**config.mk**
```make
export PLATFORM = sky130hd
export DESIGN_NAME = regfile_sb
export DESIGN_NICKNAME = d
export VERILOG_FILES = /design/src/rtl/regfile_sb.sv
export SDC_FILE = /design/constraint.sdc
export NUM_CORES = 1
export LEC_CHECK = 0
export CORE_MARGIN = 4
export CORE_UTILIZATION = 45
export DETAILED_ROUTE_END_ITERATION = 16
export GPL_ROUTABILITY_DRIVEN = 0
export HOLD_SLACK_MARGIN = 0.05
export PLACE_DENSITY_LB_ADDON = 0.08
export SKIP_LAST_GASP = 1
export SLEW_MARGIN = 20
export SYNTH_ARGS = -nofsm -noshare
export SYNTH_HDL_FRONTEND = slang
export SYNTH_SLANG_ARGS = --single-unit
export TNS_END_PERCENT = 1
```
**constraint.sdc**
```tcl
create_clock -name clk -period 6 [get_ports clk]
set_input_delay 0.9 -clock clk [delete_from_list [all_inputs] [get_ports clk]]
set_output_delay 0.9 -clock clk [all_outputs]
set_load 0.1 [all_outputs]
```
**src/rtl/regfile_sb.sv**
```systemverilog
// regfile_sb
//   Multi-port register file with a per-register busy scoreboard.
//   Reads are combinational. A writeback in the same cycle is bypassed
//   to any reader of the same register, and it also clears that reader's
//   hazard flag. A destination register is reserved at issue and stays
//   busy until its writeback. A reservation of a register that is still
//   busy is refused (WAW stall) unless the older writeback lands in the
//   same cycle.
//
//   Optional build macro: REGFILE_SB_R0_ZERO_EN
//     When it is defined, register 0 is hardwired to zero. Writes to it
//     are dropped, reads of it return 0, and reservations of it are
//     accepted but never mark it busy.
//
// Ports
//   clk        rising-edge clock
//   rst        asynchronous reset, active low
//   rd_addr    NUM_RD packed read addresses, port k at [k*ADDR_W +: ADDR_W]
//   rd_data    NUM_RD packed read data, port k at [k*DATA_W +: DATA_W]
//   rd_busy    per-port hazard flag (register reserved, not yet written)
//   wr_en      writeback strobe
//   wr_addr    writeback register
//   wr_data    writeback value
//   rsv_valid  reservation request
//   rsv_addr   register to reserve
//   rsv_ready  reservation can be accepted this cycle
//   busy_vec   scoreboard, bit i = register i busy
//   busy_cnt   number of busy registers (registered)

module regfile_sb #(
   parameter int DATA_W = 16,
   parameter int ADDR_W = 3,
   parameter int NUM_RD = 2
) (
   input  logic                     clk,
   input  logic                     rst,
   input  logic [NUM_RD*ADDR_W-1:0] rd_addr,
   output logic [NUM_RD*DATA_W-1:0] rd_data,
   output logic [NUM_RD-1:0]        rd_busy,
   input  logic                     wr_en,
   input  logic [ADDR_W-1:0]        wr_addr,
   input  logic [DATA_W-1:0]        wr_data,
   input  logic                     rsv_valid,
   input  logic [ADDR_W-1:0]        rsv_addr,
   output logic                     rsv_ready,
   output logic [(2**ADDR_W)-1:0]   busy_vec,
   output logic [ADDR_W:0]          busy_cnt
);

   localparam int DEPTH = 2**ADDR_W;
   localparam int CNT_W = ADDR_W + 1;

   logic [DATA_W-1:0] regs [DEPTH];
   logic [DEPTH-1:0]  busy;
   logic [DEPTH-1:0]  busy_nxt;
   logic              wr_eff;
   logic              rsv_acc;
   logic              set_en;
   logic              inc;
   logic              dec;
   logic [CNT_W-1:0]  cnt_nxt;

   // wr_eff is the data write that really lands. set_en is an accepted
   // reservation that really marks a register busy.
`ifdef REGFILE_SB_R0_ZERO_EN
   assign wr_eff    = wr_en && (wr_addr != '0);
   assign rsv_ready = (rsv_addr == '0) || !busy[rsv_addr] ||
                      (wr_en && (wr_addr == rsv_addr));
   assign rsv_acc   = rsv_valid && rsv_ready;
   assign set_en    = rsv_acc && (rsv_addr != '0);
`else
   assign wr_eff    = wr_en;
   assign rsv_ready = !busy[rsv_addr] || (wr_en && (wr_addr == rsv_addr));
   assign rsv_acc   = rsv_valid && rsv_ready;
   assign set_en    = rsv_acc;
`endif

   // When a writeback and a new reservation hit the same register, the
   // set is applied last, so the new reservation keeps the register busy.
   always_comb begin
      busy_nxt = busy;
      if (wr_en)
         busy_nxt[wr_addr] = 1'b0;
      if (set_en)
         busy_nxt[rsv_addr] = 1'b1;
   end

   // The count is kept in step with busy_nxt instead of taking a popcount.
   // A same-address write plus re-reserve on a busy register is net 0.
   assign inc     = set_en && !busy[rsv_addr];
   assign dec     = wr_en && busy[wr_addr] && !(set_en && (rsv_addr == wr_addr));
   assign cnt_nxt = busy_cnt + CNT_W'(inc) - CNT_W'(dec);

   always_ff @(posedge clk or negedge rst) begin
      if (!rst) begin
         for (int i = 0; i < DEPTH; i++)
            regs[i] <= '0;
         busy     <= '0;
         busy_cnt <= '0;
      end else begin
         if (wr_eff)
            regs[wr_addr] <= wr_data;
         busy     <= busy_nxt;
         busy_cnt <= cnt_nxt;
      end
   end

   assign busy_vec = busy;

   always_comb begin
      rd_data = '0;
      rd_busy = '0;
      for (int k = 0; k < NUM_RD; k++) begin
         if (wr_eff && (wr_addr == rd_addr[k*ADDR_W +: ADDR_W]))
            rd_data[k*DATA_W +: DATA_W] = wr_data;
         else
            rd_data[k*DATA_W +: DATA_W] = regs[rd_addr[k*ADDR_W +: ADDR_W]];
         rd_busy[k] = busy[rd_addr[k*ADDR_W +: ADDR_W]] &&
                      !(wr_en && (wr_addr == rd_addr[k*ADDR_W +: ADDR_W]));
      end
   end

endmodule
```
==> metrics, run 1 <==
status=finished, final reports clean; Worst Setup Start Kind=primary input; worst path required time=5.10 ns; worst-skew pair later-pin latency=about 0.42 ns; GRT Total Usage=a little over a fifth; Clock Skews=0.00604 ns; I/O pins=about 80; number of global-route vias before repair=about 5600; post-CTS sizing=0; Fin. Hold Viols=0; placed instance area=about 9000 sq um; IO buf count=78; core area=~18000 sq um; Slew HR=a little over a third; flip-flop and latch area=3500 sq um; Critical Path AT=between 3 and 4 ns; Post-Synth XOR/XNOR Area=1.26%; GRT overflow=0; ys flop type=dfrtp_1; share of cells above drive strength 1=a little under half; post-route antenna net violation count=0; final non-filler cell area=about 9500 sq um; max_cap viols=0; Area growth syn-to-layout=13.9%; Final Util=between 50 and 60%; Inst Count DP=about 840; PD cells=between 400 and 500 nW/um^2; Synth area leader=dfrtp_1; Post-Syn Area=roughly 8400 sq um; Setup Fix Bufs, Post-CTS=0; initial antenna violation count=1; hold_buf cts=0; count leader, synth=dfrtp_1; buffer depth of the longest clock path=2; Final Total Pwr=slightly above 4 mW; die area=between 20000 and 25000 sq um; antenna fix cells=0; HPWL after DPL=between 10000 and 15000 um; final setup TNS=0 ns; P_leak=around 4.0 nW; Die H=between 100 and 150 um; fill count=between 1500 and 2000; final-report max-slew violation count=0; sequential area share after synthesis=about two fifths; crit path capture type=output pin; Row Count=49; largest net degree at the start of global routing=60; Tmin final=about 4.7 ns; Synth Register Bits=140; largest family of logic cells by synthesized area=multiplexers; post-synthesis simple-gate area fraction=under 10%; Root Buffer Master=clkbuf_16; CP max FO=18; Multi-input gate area=around 4300 sq um; Fmax achieved=0.212 GHz; Syn Nets=just over 600; Worst-path clk slew=0.06 ns; final setup margin=roughly 1.3 ns; setup violators final=0; first-pass GRT wire length=around 32000 um; Post-synth EDFFs=0; total iterations of the first detailed-routing run=4; Final period util=approximately four fifths; fin nets=666; CTS tree=done; complex-gate fraction of the synthesized area=approximately 3.8%; Syn Area/Cell=between 10 and 15 sq um; adder-cell share of the synthesized area=less than 1%; Post-Route WL=between 20000 and 25000 um; area share of the largest cell type after synthesis=41.9%; H-tree lvl count=4; routed length per instance=~24 um; vias post-DR=slightly above 5000; Vias/cell=5.92; Die Width=around 140 um; post-synthesis cell type count=43; Placement Setup Slack=~1.3 ns; Post-route DRC=0; clk sink count=140; Synth area leaders=dfrtp_1 (42%), mux4_2 (19%), mux2_2 (16%); worst-margin pin slew=between 0.9 and 1 ns; First DRT Iteration DRCs=350; critical path type=primary input to output pin; worst vdd ir=0.265 mV; Starting Density=around 46%; Non-Filler Instances=~870; mux contribution to synthesized area=~41%; share of synthesized registers carrying an async set or reset=100%; Gate Count Post-Synth=573; Hold Crit Class=primary input to async pin; Hold Slack=0.455 ns; unrepaired setup endpoints after global routing=false; Num CTS Buffers=17; Post-synth top cells=dfrtp_1 (140), mux2_2 (118), mux4_2 (70); Syn. warnings=0
==> cells by family (layout without fill, tap and decap cells) <==
logic type,after synthesis,in the layout
compound gates,51,51
xor+xnor,12,12
fa+ha+maj,5,5
buf+inv,71,140
flops,140,140
mux,235,235
simple gates,59,59
==> area by class of cell <==
cell class / instances / area share [%]
Clock inverter: 11 / 0.986
Multi-Input combinational cell: 362 / 45.4
Clock buffer: 21 / 4.84
Timing Repair Buffer: 94 / 8.38
Tap cell: 229 / 3.01
Sequential cell: 140 / 36.8
Inverter: 14 / 0.552
==> sequential cells by signal, summed over array words and instances (netlist names) <==
register	flops
regs	128
busy_vec	8
busy_cnt	4
==> layout by cell type (no fill, tap or decap), types with 3 or more instances in the layout <==
cell / n
buf_4: 51
clkinvlp_4: 4
xor2_1: 3
nand4b_4: 3
a21oi_1: 33
nand2_1: 7
mux2i_1: 37
inv_1: 14
clkdlybuf4s50_1: 40
xnor2_1: 9
mux2_4: 9
mux4_2: 70
clkinv_2: 5
dfrtp_1: 140
o21ai_0: 3
ha_1: 4
mux2_2: 118
clkbuf_16: 17
nor2_1: 35
buf_2: 3
==> power by group <==
group	internal [mW]	leakage (nW)	total (mW)	switching (mW)
clock network	0.589	0.265	0.990	0.401
registers	1.17	1.68	1.34	0.175
logic	0.613	2.09	1.70	1.09
==> worst paths after layout <==
kind,from,endpoint,slack (ns),cells after the start
hold reg to reg,busy_cnt[0],busy_cnt[0],0.50,1
setup / recovery,wr_addr[0],rd_data[20],1.29,6
setup reg to reg,busy_vec[7],busy_cnt[2],3.58,9
min in group clk,busy_cnt[0],busy_cnt[0],0.50,1
hold / removal,rst,busy_cnt[0],0.46,1
max in group asynchronous,rst,regs[27],4.41,2
==> per-layer routing <==
metal  part of all wire [%]  global-route usage (%)
met2                     49                    34.5
met5                  0.048                       0
met3                    6.2                    5.95
met1                     43                    28.1
met4                    1.4                    5.30
==> critical path, cell delays in order <==
cell	delay (ns)
clkdlybuf4s50_1	1.04
xnor2_1	0.19
nand4_1	0.68
buf_4	0.50
a21oi_1	0.18
buf_4	0.31
Note: power is estimated with default switching activity, not from simulation.
==> inputs of run 2 (changes only) <==
clock period = 4.68 ns   (was 6 ns; I/O delays follow)
==> run 2 against run 1 <==
Effect of this change:
- combinational power rose by 45%
- hold slack got worse by 0.24 ns
- register-to-register slack got worse by 1.3 ns
- utilization up 3.2 points
- critical path type unchanged
==> metrics, run 2 (synthesis gave the netlist of run 1 again) <==
Worst Setup Start Kind=primary input; worst reg-to-reg setup slack=2.32 ns (-1.26 ns); Area growth syn-to-layout=20.9%; final non-filler cell area=10100 sq um (+6.2%); Biggest register=regs; crit path to=rd_data[0]; worst vdd ir=0.295 mV (+11%); HPWL after DPL=13300 um (+4.9%); Final period util=76.0%; PD cells=555 nW/um^2 (+31%); worst-margin pin slew=0.985 ns (+0.0118 ns); final setup TNS=0 ns (unchanged); final-report max-slew violation count=0 (unchanged); Vias/cell=5.90 (-0.31%); antenna fix cells=0 (unchanged); Clock Skews=0.00607 ns (+0.0000309 ns); post-CTS sizing=0 (unchanged); routed length per instance=23.4 um (-1.4%); buffer depth of the longest clock path=2 (unchanged); GRT Total Usage=21.1% (-0.060 points); GRT overflow=0 (unchanged); status=finished, final reports clean; Reg2Reg Capture Point=busy_cnt[2]; die area=20800 sq um (unchanged); slowest stage delay, CP=0.87 ns (-0.17 ns); First DRT Iteration DRCs=296 (-15%); worst r2r src=busy_vec[7]; clk sink count=140 (unchanged); worst path required time=3.98 ns (-1.12 ns); Critical Path Start=rd_addr[1]; Final Util=55.7% (+3.2 points); flip-flop and latch area=3500 sq um (unchanged); Die Width=144 um (unchanged); most common cell after layout, fill and taps aside=dfrtp_1; most frequent cells in the layout=dfrtp_1 (140), mux2_2 (118), mux4_2 (70); Critical Path, Cell by Cell=clkdlybuf4s50_1 > buf_4 > mux4_2 > mux2i_1 > a21oi_1 > buf_12; largest net degree at the start of global routing=73 (+22%); hold_buf cts=0 (unchanged); CTS tree=done; initial antenna violation count=0 (-1); vias post-DR=5186 (+0.60%); H-tree lvl count=4 (unchanged); Starting Density=46.1% (unchanged); unrepaired setup endpoints after global routing=false; Tmin final=roughly 3.6 ns; Setup Fix Bufs, Post-CTS=0 (unchanged); max_cap viols=0 (unchanged); Worst-path clk slew=0.06 ns (about the same); fill count=1461 (-5.4%); Multi-input gate area=4330 sq um (unchanged); Fin. Hold Viols=0 (unchanged); IO buf count=78 (unchanged); worst-skew pair later-pin latency=0.42 ns (about the same); P_leak=4.26 nW (+5.6%); Post-route DRC=0 (unchanged); Die H=144 um (unchanged); Critical Path AT=2.85 ns (-0.96 ns); fin nets=674 (+1.2%); first-pass GRT wire length=32400 um (about the same); share of cells above drive strength 1=47.2% (+0.97 points); CP max FO=14 (-4); setup violators final=0 (unchanged); crit path capture type=output pin; worst r2r path cells=9 (unchanged); post-route antenna net violation count=0 (unchanged); Largest register FFs=128 (unchanged); Row Count=49 (unchanged); Num CTS Buffers=17 (unchanged); Fmax achieved=roughly 0.28 GHz; Hold Crit Class=primary input to async pin; Post-Route WL=20600 um (-0.54%); CP max-delay cell=clkdlybuf4s50_1; I/O pins=79 (unchanged); placed instance area=9470 sq um (+5.6%); critical path type=primary input to output pin; core area=18100 sq um (unchanged); total iterations of the first detailed-routing run=6 (+2); Root Buffer Master=clkbuf_16; Slew HR=34.1% (-0.79 points); number of global-route vias before repair=5467 (-1.8%)
==> run 2: worst min-delay path by stage <==
stage / startpoint / to / slack (ns) / depth (start not counted)
floorplan: rst / busy_cnt[0] / 0.41 / 0
global placement: regs[69] / regs[69] / 0.50 / 1
detailed placement: regs[69] / regs[69] / 0.51 / 1
CTS: rst / busy_cnt[3] / 0.45 / 1
global route: rst / busy_cnt[3] / 0.24 / 1
finish: rst / busy_cnt[3] / 0.21 / 1
==> run 2: metrics by stage <==
step	instances	setup slack, ns	total power [mW]	hold WS [ns]
after floorplan	573	1.05	3.46	0.406
after global placement	846	1.13	4.18	0.500
after detailed placement	846	1.10	4.22	0.508
after CTS	878	1.09	5.66	0.447
after global routing	879	1.04	5.85	0.236
final	879	1.12	5.61	0.215
==> run 2: cell type report <==
class | count | area share, %
multi-input cells | 362 | 42.8
flip-flops and latches | 140 | 34.7
repair buffers | 102 | 13.0
clock buffers | 18 | 4.25
well taps | 229 | 2.83
clock inverters | 14 | 1.89
inverters | 14 | 0.520
==> run 2: power breakdown <==
group	internal [mW]	leakage [nW]	switching [mW]
Combinational	1.01	2.29	1.45
Sequential	1.50	1.68	0.232
Clock	0.893	0.293	0.528
==> run 2: worst max-delay path, delay by kind of cell <==
| family | cells | cell delay, ns |
|---|---|---|
| buffers and inverters | 3 | 1.43 |
| AO/OA/AOI/OAI | 1 | 0.15 |
| multiplexers | 2 | 0.56 |
==> run 2: per-layer routing <==
metal / part of all wire (%) / vias up / global-route usage, %
li1: - / 2300 / -
met1: 44 / 2764 / 28.6
met2: 51 / 104 / 35.3
met3: 3.3 / 18 / 3.57
met4: 1.3 / 0 / 5.69
met5: 0 / - / 0
